--- config.mk ---
export PLATFORM = sky130hd
export DESIGN_NAME = fme_refpel_arb_flat
export DESIGN_NICKNAME = d
export VERILOG_FILES = /design/src/rtl/fme_refpel_arb_if.sv /design/src/rtl/fme_refpel_arb.sv /design/src/flat_wrapper.sv
export SDC_FILE = /design/constraint.sdc
export NUM_CORES = 1
export LEC_CHECK = 0
export BUFFER_PORTS_ARGS = -buffer_cell sky130_fd_sc_hd__buf_2
export CAP_MARGIN = 20
export CORE_ASPECT_RATIO = 0.6
export CORE_UTILIZATION = 29
export CTS_CLUSTER_DIAMETER = 60
export DETAILED_ROUTE_END_ITERATION = 8
export GPL_ROUTABILITY_DRIVEN = 0
export GPL_TIMING_DRIVEN = 0
export HOLD_SLACK_MARGIN = 0.12
export SETUP_SLACK_MARGIN = 0.2
export SLEW_MARGIN = 20
export SYNTH_ARGS = -nofsm -noshare
export SYNTH_HDL_FRONTEND = slang
export SYNTH_SLANG_ARGS = --single-unit
--- constraint.sdc ---
create_clock -name clk -period 2.4 [get_ports clk]
set_input_delay 0.36 -clock clk [delete_from_list [all_inputs] [get_ports clk]]
set_output_delay 0.36 -clock clk [all_outputs]
set_load 0.005 [all_outputs]
--- src/rtl/fme_refpel_arb_if.sv ---
// fme_refpel_arb_if
//   Bundles the request/grant/read-beat handshake of the two requesters, the
//   registered read port of the reference-pixel buffer and the flush/error
//   signals of the FME reference-pixel arbiter.
//   Ports of the arbiter (slave modport):
//     start_i               LCU start, synchronous flush
//     rN_req_i / rN_gnt_o   burst request / ownership, N = 0 (luma), 1 (chroma)
//     rN_rden_i, rN_x_i/y_i read beat and pixel index from requester N
//     rN_vld_o              buffer data valid for requester N
//     mem_rden_o, mem_x_o/y_o buffer read enable and index
//     err_o                 one-cycle pulse on a read beat from a non-owner
interface fme_refpel_arb_if #(
   parameter int ADDR_W = 7
);
   logic              start_i;
   logic              r0_req_i;
   logic              r0_gnt_o;
   logic              r0_rden_i;
   logic [ADDR_W-1:0] r0_x_i;
   logic [ADDR_W-1:0] r0_y_i;
   logic              r0_vld_o;
   logic              r1_req_i;
   logic              r1_gnt_o;
   logic              r1_rden_i;
   logic [ADDR_W-1:0] r1_x_i;
   logic [ADDR_W-1:0] r1_y_i;
   logic              r1_vld_o;
   logic              mem_rden_o;
   logic [ADDR_W-1:0] mem_x_o;
   logic [ADDR_W-1:0] mem_y_o;
   logic              err_o;

   // requester/memory side
   modport master (
      output start_i,
      output r0_req_i, r0_rden_i, r0_x_i, r0_y_i,
      output r1_req_i, r1_rden_i, r1_x_i, r1_y_i,
      input  r0_gnt_o, r0_vld_o, r1_gnt_o, r1_vld_o,
      input  mem_rden_o, mem_x_o, mem_y_o, err_o
   );

   // arbiter side
   modport slave (
      input  start_i,
      input  r0_req_i, r0_rden_i, r0_x_i, r0_y_i,
      input  r1_req_i, r1_rden_i, r1_x_i, r1_y_i,
      output r0_gnt_o, r0_vld_o, r1_gnt_o, r1_vld_o,
      output mem_rden_o, mem_x_o, mem_y_o, err_o
   );
endinterface

--- src/rtl/fme_refpel_arb.sv ---
// fme_refpel_arb
//   Arbiter for the single read port of the FME reference-pixel buffer.
//   r0 (FME luma fetch) has priority over r1 (chroma MC fetch); ownership is
//   granted for fixed bursts of BURST_LEN read beats, and a starvation counter
//   forces an r1 grant after STARVE_MAX consecutive r0 grants while r1 waits.
//   The owner's beats are registered onto the memory port; a two-stage tag
//   pipeline returns per-requester valid strobes two cycles after each beat.
//   Ports:
//     clk   clock
//     rst   asynchronous active-high reset
//     bus   fme_refpel_arb_if.slave (handshake, memory port, flush, error)
module fme_refpel_arb #(
   parameter int ADDR_W     = 7,
   parameter int BURST_LEN  = 16,
   parameter int STARVE_MAX = 4
) (
   input logic              clk,
   input logic              rst,
   fme_refpel_arb_if.slave  bus
);

   localparam int CW = (BURST_LEN > 1) ? $clog2(BURST_LEN) : 1;
   localparam int SW = (STARVE_MAX > 0) ? $clog2(STARVE_MAX + 1) : 1;

   typedef enum logic [1:0] {
      IDLE = 2'd0,
      GNT0 = 2'd1,
      GNT1 = 2'd2
   } state_t;

   state_t            state, state_nxt, arb_sel;
   logic [CW-1:0]     beat_cnt, beat_nxt;
   logic [SW-1:0]     starve, starve_nxt;
   logic              arb_eval;
   logic              own_rden;
   logic              own_id;
   logic [ADDR_W-1:0] own_x, own_y;
   logic              err_d;
   logic              tag1_id;

   assign bus.r0_gnt_o = (state == GNT0);
   assign bus.r1_gnt_o = (state == GNT1);

   always_comb begin
      arb_sel    = IDLE;
      own_rden   = 1'b0;
      own_id     = 1'b0;
      own_x      = bus.r0_x_i;
      own_y      = bus.r0_y_i;
      err_d      = 1'b0;
      arb_eval   = 1'b0;
      state_nxt  = state;
      beat_nxt   = beat_cnt;
      starve_nxt = starve;

      // arbitration function A
      if (bus.r0_req_i && (!bus.r1_req_i || (starve < SW'(STARVE_MAX))))
         arb_sel = GNT0;
      else if (bus.r1_req_i)
         arb_sel = GNT1;

      // owner mux; the non-owner's beat only raises err_d
      if (state == GNT1) begin
         own_rden = bus.r1_rden_i;
         own_id   = 1'b1;
         own_x    = bus.r1_x_i;
         own_y    = bus.r1_y_i;
      end else if (state == GNT0) begin
         own_rden = bus.r0_rden_i;
      end
      err_d = (bus.r0_rden_i && (state != GNT0)) ||
              (bus.r1_rden_i && (state != GNT1));

      case (state)
         IDLE: arb_eval = 1'b1;
         GNT0, GNT1: begin
            if (own_rden) begin
               if (beat_cnt == CW'(BURST_LEN - 1)) begin
                  beat_nxt = '0;
                  arb_eval = 1'b1;
               end else begin
                  beat_nxt = beat_cnt + 1'b1;
               end
            end
         end
         default: state_nxt = IDLE;
      endcase

      // starvation bookkeeping is tied to the grant decision itself, so a
      // back-to-back r0 re-grant counts as a fresh entry into GNT0
      if (arb_eval) begin
         state_nxt = arb_sel;
         if (arb_sel == GNT0 && bus.r1_req_i)
            starve_nxt = (starve == SW'(STARVE_MAX)) ? starve : starve + 1'b1;
         else if (arb_sel == GNT1)
            starve_nxt = '0;
      end

      if (bus.start_i) begin
         state_nxt  = IDLE;
         beat_nxt   = '0;
         starve_nxt = '0;
      end
   end

   always_ff @(posedge clk or posedge rst) begin
      if (rst) begin
         state    <= IDLE;
         beat_cnt <= '0;
         starve   <= '0;
      end else begin
         state    <= state_nxt;
         beat_cnt <= beat_nxt;
         starve   <= starve_nxt;
      end
   end

   // memory port is tag stage 1 (valid = mem_rden_o); stage 2 drives the strobes
   always_ff @(posedge clk or posedge rst) begin
      if (rst) begin
         bus.mem_rden_o <= 1'b0;
         bus.mem_x_o    <= '0;
         bus.mem_y_o    <= '0;
         tag1_id        <= 1'b0;
         bus.r0_vld_o   <= 1'b0;
         bus.r1_vld_o   <= 1'b0;
         bus.err_o      <= 1'b0;
      end else if (bus.start_i) begin
         bus.mem_rden_o <= 1'b0;
         bus.mem_x_o    <= '0;
         bus.mem_y_o    <= '0;
         tag1_id        <= 1'b0;
         bus.r0_vld_o   <= 1'b0;
         bus.r1_vld_o   <= 1'b0;
         bus.err_o      <= 1'b0;
      end else begin
         bus.mem_rden_o <= own_rden;
         if (own_rden) begin
            bus.mem_x_o <= own_x;
            bus.mem_y_o <= own_y;
         end
         tag1_id      <= own_id;
         bus.r0_vld_o <= bus.mem_rden_o && !tag1_id;
         bus.r1_vld_o <= bus.mem_rden_o &&  tag1_id;
         bus.err_o    <= err_d;
      end
   end

endmodule

--- src/flat_wrapper.sv ---
// flat-port wrapper written by rule: the top's interface ports become plain ports
module fme_refpel_arb_flat 
#(
   parameter int ADDR_W     = 7,
   parameter int BURST_LEN  = 16,
   parameter int STARVE_MAX = 4
)
  (clk, rst, bus_start_i, bus_r0_req_i, bus_r0_rden_i, bus_r0_x_i, bus_r0_y_i, bus_r1_req_i, bus_r1_rden_i, bus_r1_x_i, bus_r1_y_i, bus_r0_gnt_o, bus_r0_vld_o, bus_r1_gnt_o, bus_r1_vld_o, bus_mem_rden_o, bus_mem_x_o, bus_mem_y_o, bus_err_o);
  fme_refpel_arb_if #(.ADDR_W(ADDR_W)) bus_i ();
  input logic clk;
  input logic rst;
  input wire logic [$bits(bus_i.start_i)-1:0] bus_start_i;
  input wire logic [$bits(bus_i.r0_req_i)-1:0] bus_r0_req_i;
  input wire logic [$bits(bus_i.r0_rden_i)-1:0] bus_r0_rden_i;
  input wire logic [$bits(bus_i.r0_x_i)-1:0] bus_r0_x_i;
  input wire logic [$bits(bus_i.r0_y_i)-1:0] bus_r0_y_i;
  input wire logic [$bits(bus_i.r1_req_i)-1:0] bus_r1_req_i;
  input wire logic [$bits(bus_i.r1_rden_i)-1:0] bus_r1_rden_i;
  input wire logic [$bits(bus_i.r1_x_i)-1:0] bus_r1_x_i;
  input wire logic [$bits(bus_i.r1_y_i)-1:0] bus_r1_y_i;
  output wire logic [$bits(bus_i.r0_gnt_o)-1:0] bus_r0_gnt_o;
  output wire logic [$bits(bus_i.r0_vld_o)-1:0] bus_r0_vld_o;
  output wire logic [$bits(bus_i.r1_gnt_o)-1:0] bus_r1_gnt_o;
  output wire logic [$bits(bus_i.r1_vld_o)-1:0] bus_r1_vld_o;
  output wire logic [$bits(bus_i.mem_rden_o)-1:0] bus_mem_rden_o;
  output wire logic [$bits(bus_i.mem_x_o)-1:0] bus_mem_x_o;
  output wire logic [$bits(bus_i.mem_y_o)-1:0] bus_mem_y_o;
  output wire logic [$bits(bus_i.err_o)-1:0] bus_err_o;
  assign bus_i.start_i = bus_start_i;
  assign bus_i.r0_req_i = bus_r0_req_i;
  assign bus_i.r0_rden_i = bus_r0_rden_i;
  assign bus_i.r0_x_i = bus_r0_x_i;
  assign bus_i.r0_y_i = bus_r0_y_i;
  assign bus_i.r1_req_i = bus_r1_req_i;
  assign bus_i.r1_rden_i = bus_r1_rden_i;
  assign bus_i.r1_x_i = bus_r1_x_i;
  assign bus_i.r1_y_i = bus_r1_y_i;
  assign bus_r0_gnt_o = bus_i.r0_gnt_o;
  assign bus_r0_vld_o = bus_i.r0_vld_o;
  assign bus_r1_gnt_o = bus_i.r1_gnt_o;
  assign bus_r1_vld_o = bus_i.r1_vld_o;
  assign bus_mem_rden_o = bus_i.mem_rden_o;
  assign bus_mem_x_o = bus_i.mem_x_o;
  assign bus_mem_y_o = bus_i.mem_y_o;
  assign bus_err_o = bus_i.err_o;
  fme_refpel_arb #(.ADDR_W(ADDR_W), .BURST_LEN(BURST_LEN), .STARVE_MAX(STARVE_MAX)) u_core (.clk(clk), .rst(rst), .bus(bus_i));
endmodule
==> results of run 1 <==
==> cell usage after synthesis <==
library cell,instances
a211oi_1,4
a211oi_2,10
a21oi_1,6
and2_4,1
and3b_1,1
and3b_2,1
buf_1,1
buf_2,3
buf_6,2
clkbuf_1,2
dfrtp_1,28
ha_1,7
inv_1,6
mux2i_1,17
nand2_1,7
nand2b_1,3
nand3_1,2
nand3b_1,2
nand3b_4,1
nand4_1,1
nor2_1,20
nor2b_1,3
nor3b_1,1
o2111ai_1,1
o211ai_1,1
o211ai_2,1
o21ai_1,3
o2bb2ai_1,2
or3_1,1
xor2_1,2
==> per-layer routing <==
layer / up-vias / GRT usage / part of all wire
li1: 609 / - / -
met1: 559 / 0.178 / 0.54
met2: 27 / 0.184 / 0.41
met3: 5 / 0.0354 / 0.048
met4: 0 / 0.0256 / 0.0074
met5: - / 0 / 0
==> power groups by stage <==
stage / combinational, mW / clock (mW) / sequential [mW]
floorplan: 0.136 / 0 / 0.527
global placement: 0.218 / 0 / 0.527
detailed placement: 0.228 / 0 / 0.527
CTS: 0.229 / 0.300 / 0.518
global route: 0.252 / 0.315 / 0.521
finish: 0.225 / 0.283 / 0.517
==> critical path: cells and delay by family (launching register included) <==
kind                     cells  cell delay, ps
AO/OA/AOI/OAI                1              80
adder cells (fa/ha/maj)      1             230
buffers and inverters        4             670
flip-flops                   1             400
AND/OR/NAND/NOR              2             240
==> how the worst min path moves through the flow <==
stage | slack, ps | end | cells after the start
after floorplan | 400 | u_core.bus.r0_vld_o$_DFF_PP0_ | 1
after global placement | 410 | u_core.bus.r0_vld_o$_DFF_PP0_ | 1
after detailed placement | 420 | u_core.bus.r0_vld_o$_DFF_PP0_ | 1
after CTS | 360 | u_core.state[0]$_DFFE_PP0P_ | 3
after global routing | 370 | u_core.state[0]$_DFFE_PP0P_ | 3
final | 370 | u_core.state[0]$_DFFE_PP0P_ | 3
==> state kept, by name, summed over array words and instances, names as in the netlist <==
name	cells
u_core.starve	3
u_core.beat_cnt	4
u_core.bus.r0_vld_o	1
u_core.tag1_id	1
u_core.bus.mem_y_o	7
u_core.state	2
u_core.bus.r1_vld_o	1
u_core.bus.err_o	1
u_core.bus.mem_x_o	7
u_core.bus.mem_rden_o	1
==> placed cells by master (no fill, tap or decap), drive strengths merged, types with 6 or more instances in the layout <==
cell,netlist,routed
a211oi,14,14
a21oi,6,6
buf,6,60
clkbuf,2,6
dfrtp,28,28
ha,7,7
inv,6,6
mux2i,17,17
nand2,7,7
nor2,20,20
==> layout make-up <==
| cell class | count | area (um^2) | share of cell area |
|---|---|---|---|
| buffer | 8 | 48.8 | 0.0248 |
| timing repair buffer | 55 | 303 | 0.154 |
| multi-input combinational | 98 | 753 | 0.383 |
| tap | 66 | 82.6 | 0.0420 |
| inverter | 6 | 22.5 | 0.0115 |
| clock buffer | 4 | 55.1 | 0.0280 |
| sequential | 28 | 701 | 0.356 |
==> logic make-up (layout without fill, tap and decap cells) <==
logic type	after synthesis	in the layout
compound gates	28	28
flops	28	28
buf+inv	14	73
simple gates	44	44
fa+ha+maj	7	7
xor+xnor	2	2
mux	17	17
==> through the flow <==
step / hold WS (ps) / cells / setup WS, ps
global route: 371 / 265 / 476
finish: 365 / 265 / 627
global placement: 413 / 259 / 625
detailed placement: 423 / 260 / 616
CTS: 358 / 265 / 598
floorplan: 400 / 140 / 798
==> summary.md, run 1 <==
| Metric | Value |
|---|---|
| Status | finished, final reports clean |
| # fillers | slightly above 500 |
| Drt total wl | 3.25 mm |
| TritonCTS clock tree | done |
| Die ar. | 0.00556 mm^2 |
| Largest net degree at the start of global routing | 19 |
| Xor/xnor share of the synthesized area | 0.0115 |
| Post-Synth Simple-Gate Area | 0.152 |
| Drt first pass iters | 4 |
| Ratio of cells with drive above 1 in the final layout | 0.387 |
| Ranking of synthesized cells by area | dfrtp_1, mux2i_1, a211oi_2 |
| Total Power | roughly 1.0 mW |
| Max_cap viols | 0 |
| Cts hold-fix bufs | 1 |
| Post-synthesis adder-cell area fraction | 0.0574 |
| CP peak stage delay | around 400 ps |
| Critical Path Start | u_core.state[0]$_DFFE_PP0P_ |
| Chip width | 95.6 um |
| Worst-path clk slew | around 90 ps |
| Sequential-to-total area share from yosys stat | 0.459 |
| Maximum clock rate | around 560 MHz |
| DRC viols | 0 |
| Part of the power in registers | 0.504 |
| Post-DP HPWL | about 2.6 mm |
| NetSw | 0.273 mW |
| Cell Area, Synth | between 0.0015 and 0.002 mm^2 |
| Cell mode on critical path | buf_6 |
| CORE AREA | a little over 0.005 mm^2 |
| Mux cell area share after synthesis | 0.112 |
| Clock Path Buffers | 2 |
| Worst setup path endpoint | u_core.bus.mem_y_o[4]$_DFFE_PP0P_ |
| Die Span Y | roughly 58 um |
| Post-synth top area cell | dfrtp_1 |
| TNS Setup | 0 ps |
| Sw Share | 0.267 |
| Worst path required time | between 2000 and 3000 ps |
| Crit start category | flop |
| Worst hold path class | in -> reg |
| H-tree depth | 1 |
| Crit path kind | reg -> reg |
| Minimum clock period | 1770 ps |
| PortBufs | 53 |
| Yosys top cell area share | 0.459 |
| Clk_lat worst skew | approximately 270 ps |
| Worst flop-to-flop path startpoint | u_core.state[0]$_DFFE_PP0P_ |
| Worst endpoint data arrival time | 1900 ps |
| Worst-margin pin slew | ~620 ps |
| Synth warn | 0 |
| DRT iter0 DRCs | 48 |
| Initial antenna violation count | 0 |
| Worst-case reg-to-reg path depth | 8 |
| Critical Path Slowest Stage Cell | dfrtp_1 |
| Worst Skew | around 3.8 ps |
| Final instance area | between 0.0015 and 0.002 mm^2 |
| CTS Buf Count | 3 |
| Mapped Avg Cell Area | approximately 11 um^2 |
| FF+latch count, synth | 28 |
| Max transition margin | 0.586 |
| Compound-gate portion of the synthesized area | 0.162 |
| Clk root buf | clkbuf_8 |
| Final hold vios | 0 |
| Via density | 4.53 |
| Clock power frac | 0.276 |
| First-pass GRT wire length | 5.17 mm |
| Vias in the first global route | 1,087 |
| Post-Syn Nets | ~180 |
| Post-CTS setup buffers | 0 |
| Max-slew violations | 0 |
| # setup viols final | 0 |
| Drt wl/cell | ~12 um |
| Area post-placement | approximately 0.0019 mm^2 |
| Cell Chain, Critical Path | inv_1 -> ha_1 -> buf_6 -> nand3b_4 -> nand2_1 -> buf_2 -> buf_6 -> a211oi_2 |
| Period Utilization, post-route | 0.739 |
| Synth-to-layout area growth | 28.9% |
| Post-synth cell types | 30 |
| Gr usage total | 0.123 |
| Cell Rows | 20 |
| Internal Power | about 0.75 mW |
| R2R Setup Slk | ~630 ps |
| Beginning of the worst hold path | bus_r0_req_i |
| Power per cell area | ~520 mW/mm^2 |
| CP endpoint kind | flop |
| Nets | approximately 240 |
| # diodes | 0 |
| Logic pwr share | 0.220 |
| GRT overflow | 0 |
| Via count | 1,200 |
| CTS resizes | 0 |
| Leak | 0.954 nW |
| Critical Path Fanout Max | 10 |
| Peak supply drop | between 0.2 and 0.25 mV |
| Clk sinks | 28 |
| Detail Route Antenna Nets | 0 |
| Finished Core Util | 0.389 |
| RSZ-0062 raised after global routing | no |
| Starting density of the core | 0.302 |
| Worst flop-to-flop path endpoint | u_core.bus.mem_y_o[4]$_DFFE_PP0P_ |
| Combinational family with the most area after synthesis | compound AO/OA/AOI/OAI gates |
| Mapped Cells | 140 |
| Boundary pin count | 55 |
No activity file was read; power rests on OpenSTA's default activity.
==> inputs of run 2 (changes only) <==
==> constraint.sdc (replaced) <==
create_clock -name clk -period 1.72 [get_ports clk]
set_input_delay 0.258 -clock clk [delete_from_list [all_inputs] [get_ports clk]]
set_output_delay 0.258 -clock clk [all_outputs]
set_load 0.005 [all_outputs]
==> summary.md, run 2 (synthesized netlist as in run 1, its figures left out) <==
| Metric | Value |
|---|---|
| Worst-path clk slew | 90 ps (about the same) |
| Worst-case reg-to-reg path depth | 7 (-1) |
| Cell Rows | 20 (unchanged) |
| CORE AREA | 0.00505 mm^2 (unchanged) |
| Minimum clock period | 1570 ps (-198 ps) |
| Total Power | 1.63 mW (+59%) |
| Worst flop-to-flop path endpoint | u_core.bus.mem_x_o[0]$_DFFE_PP0P_ |
| Drt total wl | 3.52 mm (+8.2%) |
| H-tree depth | 1 (unchanged) |
| CTS Buf Count | 3 (unchanged) |
| # fillers | 504 (-1.4%) |
| Final instance area | 0.00218 mm^2 (+11%) |
| CP endpoint kind | flop |
| Largest registers | u_core.bus.mem_x_o: 7 flops, u_core.bus.mem_y_o: 7 flops, u_core.beat_cnt: 4 flops |
| Vias in the first global route | 1,064 (-2.1%) |
| Initial antenna violation count | 0 (unchanged) |
| Crit start category | flop |
| Area post-placement | 0.00189 mm^2 (-0.66%) |
| DRT iter0 DRCs | 26 (-46%) |
| Starting density of the core | 0.302 (unchanged) |
| Crit path kind | reg -> reg |
| Clock power frac | 0.314 (+0.038) |
| Die ar. | 0.00556 mm^2 (unchanged) |
| Leak | 1.02 nW (+7.0%) |
| Final hold vios | 0 (unchanged) |
| Max-slew violations | 0 (unchanged) |
| Post-DP HPWL | 2.54 mm (-1.2%) |
| Endpoint, Worst Hold | u_core.state[0]$_DFFE_PP0P_ |
| Clk root buf | clkbuf_8 |
| Worst-margin pin slew | 676 ps (+55.2 ps) |
| Worst path required time | 1890 ps (-640 ps) |
| Clock Path Buffers | 2 (unchanged) |
| Hold Crit Depth | 3 (unchanged) |
| Most frequent cells in the layout | buf_2, dfrtp_1, mux2i_1, nor2_1, a211oi_2 |
| # diodes | 0 (unchanged) |
| Max transition margin | 0.549 (-0.0368) |
| Chip width | 95.6 um (unchanged) |
| Via density | 4.50 (-0.58%) |
| TritonCTS clock tree | done |
| Critical Path Fanout Max | 6 (-4) |
| RSZ-0062 raised after global routing | yes |
| Sw Share | 0.257 (-0.00950) |
| Clk_lat worst skew | 270 ps (about the same) |
| Via count | 1,229 (+2.4%) |
| Largest net degree at the start of global routing | 29 (+10) |
| Beginning of the worst hold path | bus_r0_req_i |
| Worst hold path class | in -> reg |
| Part of the power in registers | 0.443 (-0.061) |
| PortBufs | 53 (unchanged) |
| Detail Route Antenna Nets | 0 (unchanged) |
| Power per cell area | 747 mW/mm^2 (+43%) |
| Worst flop-to-flop path startpoint | u_core.state[1]$_DFFE_PP0P_ |
| Boundary pin count | 55 (unchanged) |
| NetSw | 0.419 mW (+53%) |
| Internal Power | 1.21 mW (+61%) |
| Commonest non-fill, non-tap cell in the layout | buf_2 |
| Maximum clock rate | 635 MHz (+13%) |
| Drt wl/cell | 12.9 um (+5.0%) |
| Die Span Y | 58.2 um (unchanged) |
| First-pass GRT wire length | 5.36 mm (+3.7%) |
| Nets | 250 (+3.3%) |
| DRC viols | 1 (+1) |
| Max_cap viols | 0 (unchanged) |
| Worst endpoint data arrival time | 1750 ps (-150 ps) |
| GRT overflow | 0 (unchanged) |
| Peak supply drop | 0.433 mV (+77%) |
| R2R Setup Slk | 150 ps (-480 ps) |
| Status | finished, violations left |
| Period Utilization, post-route | 0.915 (+0.177) |
| # setup viols final | 0 (unchanged) |
| Violated checks | DRC |
| Synth-to-layout area growth | 43.1% |
| Clk sinks | 28 (unchanged) |
| Logic pwr share | 0.243 (+0.023) |
| Drt first pass iters | 6 (+2) |
| Ratio of cells with drive above 1 in the final layout | 0.493 (+0.106) |
| Gr usage total | 0.127 (+0.00406) |
| Worst Skew | 3.03 ps (-0.741 ps) |
==> run 2: worst max-delay path by stage <==
stage,endpoint,startpoint,slack (ps)
6_report,u_core.bus.mem_x_o[0]$_DFFE_PP0P_,u_core.state[1]$_DFFE_PP0P_,150
5_1_grt,u_core.starve[0]$_DFFE_PP0P_,u_core.state[0]$_DFFE_PP0P_,70
4_1_cts,u_core.bus.mem_y_o[6]$_DFFE_PP0P_,u_core.state[0]$_DFFE_PP0P_,170
3_5_place_dp,u_core.starve[2]$_DFFE_PP0P_,u_core.state[0]$_DFFE_PP0P_,-40
3_3_place_gp,u_core.bus.mem_y_o[4]$_DFFE_PP0P_,u_core.state[0]$_DFFE_PP0P_,-9
2_1_floorplan,u_core.beat_cnt[3]$_DFFE_PP0P_,u_core.state[0]$_DFFE_PP0P_,200
==> run 2: cell type report <==
type	instances	area [um^2]	share of cell area
inverters	6	22.5	0.0103
multi-input cells	98	847	0.388
clock inverters	1	30.0	0.0138
repair buffers	63	378	0.173
well taps	66	82.6	0.0378
flip-flops and latches	28	701	0.321
clock buffers	3	41.3	0.0189
plain buffers	8	80.1	0.0367
==> run 2: repair_timing <==
item | CTS | global route
endpoints found under the hold margin | 0 | 28
setup endpoints to repair | 24 | 23
hold buffers | 0 | 1
pin swaps | 3 | 13
gates cloned | 0 | 2
setup buffers | 4 | 3
gates resized for setup | 12 | 13
==> run 2: critical path, stage by stage, from the launching register on <==
cell and delay, ps:
dfrtp_1 430, ha_4 190, buf_8 130, nand3b_4 190, nand2_4 110, clkbuf_16 150
nor2_1 40, a211oi_1 230
==> run 2: metal layers <==
layer | wire, um | global-route usage | up-vias
met5 | 0 | 0 | -
met4 | 10 | 0.0192 | 0
met3 | 209 | 0.0367 | 2
met2 | 1560 | 0.182 | 30
met1 | 1740 | 0.193 | 573
li1 | - | - | 624
==> run 2: power by group through the flow <==
stage | clock (mW) | sequential (mW) | combinational (mW)
final | 0.512 | 0.722 | 0.396
after detailed placement | 0 | 0.735 | 0.317
after floorplan | 0 | 0.736 | 0.196
after global placement | 0 | 0.734 | 0.312
after global routing | 0.546 | 0.728 | 0.437
after CTS | 0.523 | 0.721 | 0.352
==> run 2: metrics by stage <==
| stage | std cells | util | hold WS, ps | setup TNS [ps] | setup slack [ps] |
|---|---|---|---|---|---|
| 2_1_floorplan | 140 | - | 323 | 0 | 200 |
| 3_3_place_gp | 259 | 0.374 | 414 | -12.5 | -9.20 |
| 3_5_place_dp | 259 | 0.374 | 416 | -65.5 | -36.4 |
| 4_1_cts | 267 | 0.405 | 256 | 0 | 168 |
| 5_1_grt | 273 | 0.432 | 265 | 0 | 67.3 |
| 6_report | 273 | 0.432 | 256 | 0 | 146 |
